===== src/rtl/freq_meter_pkg.sv =====
// Shared constants and FSM encoding for the gated-window frequency meter.
package freq_meter_pkg;

    localparam int unsigned CLK_HZ     = 32'd100000000;
    localparam int unsigned ARM_CYCLES = 32'd2;

    typedef enum logic [1:0] {
        ST_IDLE = 2'd0,
        ST_ARM  = 2'd1,
        ST_GATE = 2'd2
    } fm_state_t;

endpackage


===== src/rtl/signal_edge_sync.sv =====
// Two-flop synchronizer for an asynchronous pulse stream plus a history flop
// that turns a synchronized rising transition into a one-cycle pulse.
module signal_edge_sync (
    input  logic i_CLK,
    input  logic i_Reset,
    input  logic i_Signal,
    output logic o_Edge
);

    logic [1:0] sync_r;
    logic       hist_r;

    // Synchronizer chain and history flop
    always_ff @(posedge i_CLK) begin
        if (i_Reset) begin
            sync_r <= 2'b00;
            hist_r <= 1'b0;
        end else begin
            sync_r <= {sync_r[0], i_Signal};
            hist_r <= sync_r[1];
        end
    end

    assign o_Edge = sync_r[1] & ~hist_r;

endmodule


===== src/rtl/freq_meter.sv =====
// Counts rising edges of i_Signal over back-to-back gate windows of
// GATE_CYCLES clocks and publishes each completed window's count.
module freq_meter
    import freq_meter_pkg::*;
#(
    parameter int unsigned GATE_CYCLES = 32'd100000000,
    parameter int unsigned GB          = 32'd27,
    parameter int unsigned W           = 32'd27
) (
    input  logic         i_CLK,
    input  logic         i_Reset,
    input  logic         i_Enable,
    input  logic         i_Signal,
    output logic [W-1:0] o_Count,
    output logic         o_Overflow,
    output logic         o_Valid,
    output logic         o_Busy
);

    localparam logic [GB-1:0] GATE_LAST = GB'(GATE_CYCLES - 32'd1);
    localparam logic [W-1:0]  EDGE_MAX  = {W{1'b1}};
    localparam logic [1:0]    ARM_LAST  = 2'(ARM_CYCLES - 32'd1);

    fm_state_t     state_r;
    fm_state_t     state_s;
    logic [1:0]    arm_cnt_r;
    logic [GB-1:0] gate_cnt_r;
    logic [W-1:0]  edge_cnt_r;
    logic          sat_r;
    logic          edge_s;
    logic          window_end_s;
    logic [W-1:0]  final_cnt_s;
    logic          final_sat_s;
    logic          busy_s;
    logic          valid_s;
    logic [W-1:0]  count_r;
    logic          ovf_r;
    logic          valid_r;
    logic          busy_r;

    signal_edge_sync u_edge_sync (
        .i_CLK    (i_CLK),
        .i_Reset  (i_Reset),
        .i_Signal (i_Signal),
        .o_Edge   (edge_s)
    );

    assign window_end_s = (state_r == ST_GATE) && (gate_cnt_r == GATE_LAST);

    // FSM state register
    always_ff @(posedge i_CLK) begin
        if (i_Reset) begin
            state_r <= ST_IDLE;
        end else begin
            state_r <= state_s;
        end
    end

    // FSM next-state logic; a window end takes priority over an abort
    always_comb begin
        state_s = state_r;
        case (state_r)
            ST_IDLE: begin
                if (i_Enable) state_s = ST_ARM;
                else          state_s = ST_IDLE;
            end
            ST_ARM: begin
                if (!i_Enable)                 state_s = ST_IDLE;
                else if (arm_cnt_r == ARM_LAST) state_s = ST_GATE;
                else                           state_s = ST_ARM;
            end
            ST_GATE: begin
                if (window_end_s) state_s = i_Enable ? ST_GATE : ST_IDLE;
                else if (!i_Enable) state_s = ST_IDLE;
                else              state_s = ST_GATE;
            end
            default: state_s = ST_IDLE;
        endcase
    end

    // FSM output decode, registered below
    always_comb begin
        busy_s  = (state_s != ST_IDLE);
        valid_s = window_end_s;
    end

    // Settling delay counter while armed
    always_ff @(posedge i_CLK) begin
        if (i_Reset) begin
            arm_cnt_r <= 2'd0;
        end else if (state_r == ST_ARM) begin
            arm_cnt_r <= arm_cnt_r + 2'd1;
        end else begin
            arm_cnt_r <= 2'd0;
        end
    end

    // Gate counter: restarts at every window end for gapless windows
    always_ff @(posedge i_CLK) begin
        if (i_Reset) begin
            gate_cnt_r <= {GB{1'b0}};
        end else if ((state_r != ST_GATE) || window_end_s) begin
            gate_cnt_r <= {GB{1'b0}};
        end else begin
            gate_cnt_r <= gate_cnt_r + GB'(1'b1);
        end
    end

    // Count including this cycle's edge, saturating at the top value
    always_comb begin
        final_cnt_s = edge_cnt_r;
        final_sat_s = sat_r;
        if (edge_s) begin
            if (edge_cnt_r == EDGE_MAX) final_sat_s = 1'b1;
            else                        final_cnt_s = edge_cnt_r + W'(1'b1);
        end else begin
            final_cnt_s = edge_cnt_r;
            final_sat_s = sat_r;
        end
    end

    // Edge counter
    always_ff @(posedge i_CLK) begin
        if (i_Reset) begin
            edge_cnt_r <= {W{1'b0}};
        end else if ((state_r != ST_GATE) || window_end_s) begin
            edge_cnt_r <= {W{1'b0}};
        end else begin
            edge_cnt_r <= final_cnt_s;
        end
    end

    // Saturation flag for the current window
    always_ff @(posedge i_CLK) begin
        if (i_Reset) begin
            sat_r <= 1'b0;
        end else if ((state_r != ST_GATE) || window_end_s) begin
            sat_r <= 1'b0;
        end else begin
            sat_r <= final_sat_s;
        end
    end

    // Result and status registers
    always_ff @(posedge i_CLK) begin
        if (i_Reset) begin
            count_r <= {W{1'b0}};
            ovf_r   <= 1'b0;
            valid_r <= 1'b0;
            busy_r  <= 1'b0;
        end else begin
            valid_r <= valid_s;
            busy_r  <= busy_s;
            if (window_end_s) begin
                count_r <= final_cnt_s;
                ovf_r   <= final_sat_s;
            end else begin
                count_r <= count_r;
                ovf_r   <= ovf_r;
            end
        end
    end

    assign o_Count    = count_r;
    assign o_Overflow = ovf_r;
    assign o_Valid    = valid_r;
    assign o_Busy     = busy_r;

endmodule


===== config.mk =====
export PLATFORM = sky130hd
export DESIGN_NAME = freq_meter
export DESIGN_NICKNAME = d
export VERILOG_FILES = /design/src/rtl/freq_meter_pkg.sv /design/src/rtl/signal_edge_sync.sv /design/src/rtl/freq_meter.sv
export SDC_FILE = /design/constraint.sdc
export NUM_CORES = 1
export LEC_CHECK = 0
export CAP_MARGIN = 20
export CORE_UTILIZATION = 54
export CTS_CLUSTER_DIAMETER = 60
export CTS_CLUSTER_SIZE = 28
export DETAILED_ROUTE_END_ITERATION = 8
export PLACE_DENSITY = 0.75
export SLEW_MARGIN = 20
export SYNTH_ARGS = -nofsm -noshare
export SYNTH_HDL_FRONTEND = slang
export SYNTH_SLANG_ARGS = --single-unit
export TNS_END_PERCENT = 30

===== constraint.sdc =====
create_clock -name i_CLK -period 3.5 [get_ports i_CLK]
set_input_delay 0.7 -clock i_CLK [delete_from_list [all_inputs] [get_ports i_CLK]]
set_output_delay 0.7 -clock i_CLK [all_outputs]
set_load 0.01 [all_outputs]

* Word-level counts from Yosys, hierarchy flattened
Index checks and enable logic that the tools add are counted.
** Word-level totals
- Word-level logic and storage cells :: 38
- Output and inout port bits :: 30
- Flip-flop bits (word level) :: 92
- Input bits :: 4
** Cells by class
- Bitwise gates (word level) :: 3
- Reduce and logical (&&, ||, !) cells :: 6
- Equal/unequal tests :: 6
- Muxes and demuxes :: 9
- $add $sub $neg :: 3
** Operators by type and width (count)
- adder 27 x 1 -> 27 bit, second input constant :: 2
- == test 27 bit, second input constant :: 2
- 2-to-1 mux 27 bit :: 2
- 2-to-1 mux 2 bit :: 3
- case mux 2 bit (3 select lines) :: 1
- == test 2 x 1 -> 1 bit, second input constant :: 2
- OR reduction 2 bit :: 2
- 2-to-1 mux 1 bit :: 3
- adder 2 x 1 -> 2 bit, second input constant :: 1
- == test 2 bit, second input constant :: 1
- logical NOT 2 bit :: 1
- != test 2 bit, second input constant :: 1
- NOT 1 bit :: 2
- nonzero test 2 bit :: 1
- bitwise AND 1 bit :: 1
- logical AND 1 bit :: 1
- logical OR 1 bit :: 1

* Depth between registers and ports, before layout
Gate-level depths: netlist (run 1).
- Depth in word-level cells :: 5
- Depth in mapped cells :: 9
- Gate-level depth less buffers :: 7

* Hierarchy
A second synthesis (run 1) with hierarchy kept.
** Second synthesis, totals
- Cell total of the unflattened synthesis :: 428
- Area, all modules :: 3887.5 um2
** By module, submodules not included
- freq_meter :: instances 1, area an instance 3799.9 um2, cells each 421
- signal_edge_sync :: instances 1, area an instance 87.6 um2, cells each 7

* Worst setup path before layout (run 1)
No wires, ideal clock.
- Kind :: register to register
- Start :: register gate_cnt_r[0]
- End :: register gate_cnt_r[10]
- Buffers on the path :: 2
- Setup time :: 115 ps
- Path slack :: 1279 ps
- Arrival time :: 2106 ps
- Cell stages (with the launch flop) :: 10
- Clock period less this slack :: 2221 ps
- Cells stage by stage :: dfxtp_1 ha_1 nand4_1 or2_2 clkbuf_1 nand4b_1 or2_2 nand2_2 buf_4 nor2_1
** Between the ends
- Word-level cells in the longest chain between the ends :: 4
** RTL lines
- from (decl) :: line freq_meter.sv:27 : logic [GB-1:0] gate_cnt_r;
- from (signal assigned) :: line freq_meter.sv:101 : gate_cnt_r <= {GB{1'b0}};
- from (signal assigned) :: line freq_meter.sv:103 : gate_cnt_r <= {GB{1'b0}};
- from (signal assigned) :: line freq_meter.sv:105 : gate_cnt_r <= gate_cnt_r + GB'(1'b1);
- branches (longest 4 deep; another with adder 27 x 1 -> 27 bit)
Parallel ways; which one is timed is not known.
A chain may end at the register's enable or synchronous reset.

* Worst setup path after layout (run 1)
- Start :: register gate_cnt_r[0]
- End :: register edge_cnt_r[12]
** Between the ends
- Word-level cells in the longest chain between the ends :: 4
** RTL lines
- == test 27 bit :: line freq_meter.sv:48 : assign window_end_s = (state_r == ST_GATE) && (gate_cnt_r == GATE_LAST);
- logical AND 1 bit :: line freq_meter.sv:48
- logical OR 1 bit :: line freq_meter.sv:126 : end else if ((state_r != ST_GATE) || window_end_s) begin
- OR reduction 2 bit (no source line)
- to (signal assigned) :: line freq_meter.sv:125 : edge_cnt_r <= {W{1'b0}};
- to (signal assigned) :: line freq_meter.sv:127 : edge_cnt_r <= {W{1'b0}};
- to (signal assigned) :: line freq_meter.sv:129 : edge_cnt_r <= final_cnt_s;
- to (decl) :: line freq_meter.sv:28 : logic [W-1:0] edge_cnt_r;
Every way passes these cells.

==> results.cfg, run 1 <==
[yosys]
synthTopCellsByArea = dfxtp_1, nor2_1, a211oi_2
synth_area_per_cell_sq_um = 9.11
yosys_warnings = 0
async_flop_share = 0
yosysSeqAreaShare = 0.463
ys_ff_latch = 92
ys_types = 43
postSynth.topFlopCell = dfxtp_1
synth_edf_count = 0
yosysTopAreaCellShare = 0.463
synth_cells = 436
syn-cell-area_sq_um = 3970
synth_top_area_cell = dfxtp_1
synth_nets = 443

[routing]
routed_wl_um = 7620
num_vias = 3055
drc = 0
ant_nets = 0
vias_per_cell = 5.38
drt-wirelength-per-cell_um = 13.4
drt_first_pass_iters = 4
drtIter0Drc = 120

[layout]
n_antenna_cell = 0
final.fill_count = 574
fin_util = 0.661
design_area_sq_um = 4590
layout-drive-gt1-share = 0.0975
nets = 474
area_growth_pct = 15.6
final_cells = 568

[critical_path]
criticalPathCategory = reg -> reg
required_ns = 3.75
endpoint_kind = flop
cp_data_arrival_time_ns = 2.91
ff2ff_setup_slack_ns = 0.84
r2r-start = gate_cnt_r[0]
worstReg2RegEnd = edge_cnt_r[12]
critical_path.startpoint_type = flop
cp-startpoint = gate_cnt_r[0]
crit_fanout = 28
crit_slowest_cell = nand2_2
rr_worst_depth = 8
endpoint = edge_cnt_r[12]
cp_common_cell = or2_2
slowest_delay_ns = 0.42
path_cells = ha_1 > nand4_1 > or2_2 > nand4b_1 > or2_2 > nand2_2 > buf_12 > nor2_1

[placed_design]
gp_congestion = 0.878
place_hpwl_um = 5240
io_buffers = 33
place_inst = 552
postPlaceCellArea_sq_um = 4350

[cts]
path_clk_slew_ns = 0.09
clock_latency_ns = 0.37
cts_tree = done
cts_root_buf = clkbuf_8
cts_setup_buffers = 0
ctsHoldBuffers = 0
cts_buffer_depth = 2
htree_levels = 3
cts.sinks = 92
cts_buffers = 9
cts_resized = 0

[global_route]
grtUsageMet2 = 0.347
top_usage_layer = met2
overflow = 0
grt.total_usage = 0.216
antenna_found_initial = 0
grt_max_degree = 45
met1_usage = 0.283
grt_pass1_wl_um = 12900
grt_pass1_vias = 2808
gr-usage-met3 = 0.0452

[status]
outcome = finished, final reports clean

[sta]
rsz0062_at_grt = false
min_period_ns = 2.66
finalMaxSlewViolations = 0
fmax_ghz = 0.376
fin_crit_sh = 0.759
setup_viol = 0
finalHoldWorstSlack_ns = 0.424
final-hold-violation-count = 0
worst-slew-pin-transition_ns = 0.798
relSlewSlack = 0.464
fin_skew_ns = 0.0193
setup_tns_ns = 0

[flow_run]
maxCapViolations = 0

[die]
die_width_um = 87.8
rows = 30
initial_core_util = 0.572
dieArea_sq_um = 7710
num_io_pins = 34
coreArea_sq_um = 6940
die_h_um = 87.8

[pwr]
irDropWorstVdd_v = 0.000253
leakagePower_nw = 1.39
p_per_area_nw_per_um2 = 422
power_frac_seq = 0.542
p_sw_mw = 0.402
clock_power_share = 0.445
pwr-share-comb = 0.013
p_int_mw = 1.54
p_sw_frac = 0.207

[worst_hold_path]
worstHoldStart = arm_cnt_r[0]
hold_path.class = reg -> reg
-- placed cells by master (no fill, tap or decap), drive strengths merged, types with 4 or more instances in the layout --
cell             n
nand4           20
nor2b            5
xnor2           24
nor4             9
dfxtp           92
nand2b           9
inv              8
mux2i            5
a211oi          22
and3             8
nand2           29
xor2            21
o22ai            5
nor3             9
and4             4
clkbuf           9
nand3           21
nor2           100
clkdlybuf4s50   33
buf              4
-- kinds of logic after synthesis --
| kind of cell | Yosys count | synth area share |
|---|---|---|
| AND/OR/NAND/NOR | 231 | 0.292 |
| adder cells (fa/ha/maj) | 3 | 0.00945 |
| multiplexers | 5 | 0.0126 |
| buffers and inverters | 24 | 0.0368 |
| AO/OA/AOI/OAI | 36 | 0.0866 |
| flip-flops | 92 | 0.463 |
| XOR/XNOR | 45 | 0.0992 |
-- metrics by stage --
| step | setup WS [ns] | power [mW] |
|---|---|---|
| final | 0.844 | 1.94 |
| after global routing | 0.672 | 2.00 |
| after CTS | 0.827 | 1.95 |
| after detailed placement | 0.878 | 1.10 |
| after global placement | 0.954 | 1.10 |
| after floorplan | 1.28 | 1.09 |
-- worst max-delay path, delay by kind of cell (launching register included) --
kind                     cells  cell delay, ns
AND/OR/NAND/NOR              6            1.70
flip-flops                   1            0.38
buffers and inverters        1            0.25
adder cells (fa/ha/maj)      1            0.22
-- sequential cells by signal (all words and copies together) (netlist names) --
name                count
state_r                 2
gate_cnt_r             27
o_Count                27
arm_cnt_r               2
u_edge_sync.hist_r      1
u_edge_sync.sync_r      2
edge_cnt_r             27
o_Busy                  1
o_Overflow              1
o_Valid                 1
sat_r                   1
-- worst min path at each step --
stage	to	slack (ns)	cells after the start
2_1_floorplan	arm_cnt_r[0]	0.40	1
3_3_place_gp	arm_cnt_r[0]	0.41	1
3_5_place_dp	arm_cnt_r[0]	0.42	1
4_1_cts	arm_cnt_r[0]	0.43	1
5_1_grt	arm_cnt_r[0]	0.45	1
6_report	arm_cnt_r[0]	0.42	1
-- area by class of cell --
type / count / area (sq um) / share of cell area
Clock buffer: 9 / 124 / 0.0270
Clock inverter: 7 / 123 / 0.0267
Inverter: 7 / 26.3 / 0.00572
Multi-Input combinational cell: 320 / 1990 / 0.432
Sequential cell: 92 / 1840 / 0.401
Tap cell: 96 / 120 / 0.0262
Timing Repair Buffer: 37 / 373 / 0.0812
-- cell usage after synthesis, types with 2 or more instances --
cell type,count
nor2_1,100
dfxtp_1,92
nand2_1,28
xnor2_1,24
nand3_1,21
xor2_1,21
nand4_1,20
a211oi_2,18
nand2b_1,9
and3_1,8
clkbuf_1,8
nor3_1,8
inv_1,7
nor4_1,7
buf_6,6
mux2i_1,5
nor2b_1,5
o22ai_1,5
a211oi_1,4
and4_1,4
a21oi_1,3
buf_4,3
ha_1,3
nor4b_1,3
or2_2,3
nand4b_1,2
o21ai_0,2
or4_1,2
-- per-layer routing --
layer  vias up  share of wire
li1       1568              -
met1      1411           0.49
met2        63           0.46
met3        13          0.036
met4         0          0.017
met5         -              0
-- power by group through the flow --
stage | combinational (mW) | clock, mW | sequential, mW
after global placement | 0.0244 | 0 | 1.08
after global routing | 0.0270 | 0.921 | 1.05
after CTS | 0.0249 | 0.876 | 1.05
final | 0.0247 | 0.863 | 1.05
after floorplan | 0.0161 | 0 | 1.08
after detailed placement | 0.0250 | 0 | 1.08
Power figures use the tool's default switching activity.
==> run 2: changes to the inputs <==
Settings changed: CORE_UTILIZATION 54 to 52, PLACE_DENSITY 0.75 to 0.76.
Clock period 3.5 ns to 2.43 ns, I/O delays scaled along.
==> run 2 against run 1 <==
  * Clock skew down 0.0071 ns
  * Largest power group unchanged
  * Clock power up 25%
  * Non-clock buffer count up 9
  * Wire length up 8.5%
  * Cell area up 1.4%
  * Critical path type unchanged
  * First-iteration DRC count up 13%
==> results.cfg, run 2 (synthesized netlist as in run 1, its figures left out) <==
[routing]
num_vias = 3170
drt_first_pass_iters = 4
drtIter0Drc = 136
drc = 0
vias_per_cell = 5.47
routed_wl_um = 8270
drt-wirelength-per-cell_um = 14.3
ant_nets = 0

[global_route]
grt_pass1_wl_um = 13500
grt_max_degree = 45
overflow = 0
grt_pass1_vias = 2891
grt.total_usage = 0.223
antenna_found_initial = 0

[placed_design]
place_hpwl_um = 5610
gp_congestion = 0.894
io_buffers = 33

[critical_path]
rr_worst_depth = 6
cp_data_arrival_time_ns = 2.53
critical_path.startpoint_type = flop
crit_slowest_cell = or4_1
slowest_delay_ns = 0.58
endpoint_kind = flop
endpoint = o_Count[8]
cp-startpoint = edge_cnt_r[23]
required_ns = 2.68
crit_fanout = 5
criticalPathCategory = reg -> reg
worstReg2RegEnd = o_Count[8]
path_cells = nand4_1 > or4_1 > nor4_2 > nand2b_1 > xor2_1 > a211oi_2
ff2ff_setup_slack_ns = 0.15
r2r-start = edge_cnt_r[23]

[layout]
final_common_cell = nor2_1
nets = 483
area_growth_pct = 17.2
fin_util = 0.635
n_antenna_cell = 0
layout-drive-gt1-share = 0.114
final_cell_mix = nor2_1, dfxtp_1, clkdlybuf4s50_1

[sta]
worst-slew-pin-transition_ns = 0.539
setup_viol = 0
finalMaxSlewViolations = 0
setup_tns_ns = 0
fin_crit_sh = 0.940
relSlewSlack = 0.638
min_period_ns = 2.28
rsz0062_at_grt = false
fin_skew_ns = 0.0121
fmax_ghz = 0.438
final-hold-violation-count = 0

[cts]
htree_levels = 3
cts_root_buf = clkbuf_8
cts_buffers = 9
path_clk_slew_ns = 0.10
clock_latency_ns = 0.37
cts_tree = done
cts_buffer_depth = 2
cts.sinks = 92

[worst_hold_path]
hold_path.class = reg -> reg

[die]
num_io_pins = 34
die_h_um = 89.4
rows = 31
initial_core_util = 0.542
coreArea_sq_um = 7330
die_width_um = 89.4
dieArea_sq_um = 8000

[flow_run]
maxCapViolations = 0

[pwr]
leakagePower_nw = 1.42
p_per_area_nw_per_um2 = 564
irDropWorstVdd_v = 0.000428

[status]
outcome = finished, final reports clean
## run 2: timing repair
action,in CTS,in global routing
hold buffers,0,0
setup buffers,0,1
setup endpoints to repair,0,30
resized for setup,0,1
## run 2: layout make-up
| class | count | area, sq um |
|---|---|---|
| sequential | 92 | 1840 |
| clock inverter | 6 | 70.1 |
| clock buffer | 10 | 138 |
| fill | 610 | 2670 |
| multi-input combinational | 320 | 1990 |
| inverter | 7 | 26.3 |
| timing repair buffer | 46 | 470 |
| tap | 99 | 124 |
## run 2: how the worst min path moves through the flow
stage / cells after the start / to / startpoint / slack, ns
floorplan: 1 / arm_cnt_r[0] / arm_cnt_r[0] / 0.40
global placement: 1 / arm_cnt_r[0] / arm_cnt_r[0] / 0.41
detailed placement: 1 / arm_cnt_r[0] / arm_cnt_r[0] / 0.42
CTS: 1 / arm_cnt_r[0] / arm_cnt_r[0] / 0.43
global route: 1 / arm_cnt_r[0] / arm_cnt_r[0] / 0.45
finish: 1 / arm_cnt_r[0] / arm_cnt_r[0] / 0.42
## run 2: power by group
part	internal (mW)	switching (mW)
Clock	0.512	0.563
Combinational	0.0165	0.0211
Sequential	1.51	0.00262
## run 2: stage by stage
stage | power, mW | cells | hold WS [ns] | area (sq um) | setup WS (ns)
finish | 2.63 | 580 | 0.424 | 4660 | 0.147
global route | 2.73 | 580 | 0.453 | 4660 | 0.0449
CTS | 2.65 | 578 | 0.430 | 4620 | 0.137
detailed placement | 1.59 | 562 | 0.416 | 4420 | 0.174
global placement | 1.59 | 562 | 0.406 | 4420 | 0.234
floorplan | 1.57 | 436 | 0.397 | 3970 | 0.209
## run 2: metal layers
metal | vias up | wire length (um) | part of all wire | track usage
met5 | - | 0 | 0 | 0
met4 | 0 | 150 | 0.018 | 0.0952
met3 | 11 | 272 | 0.033 | 0.0314
met2 | 67 | 4010 | 0.48 | 0.366
met1 | 1513 | 3840 | 0.46 | 0.294
li1 | 1579 | - | - | -
## run 2: worst max-delay path, delay by kind of cell, from the launching register on
kind / cells / cell delay, ns
xor gates and xnor gates: 1 / 0.26
and+or+nand+nor: 4 / 1.39
AOI/OAI and AO/OA: 1 / 0.10
DFF: 1 / 0.41
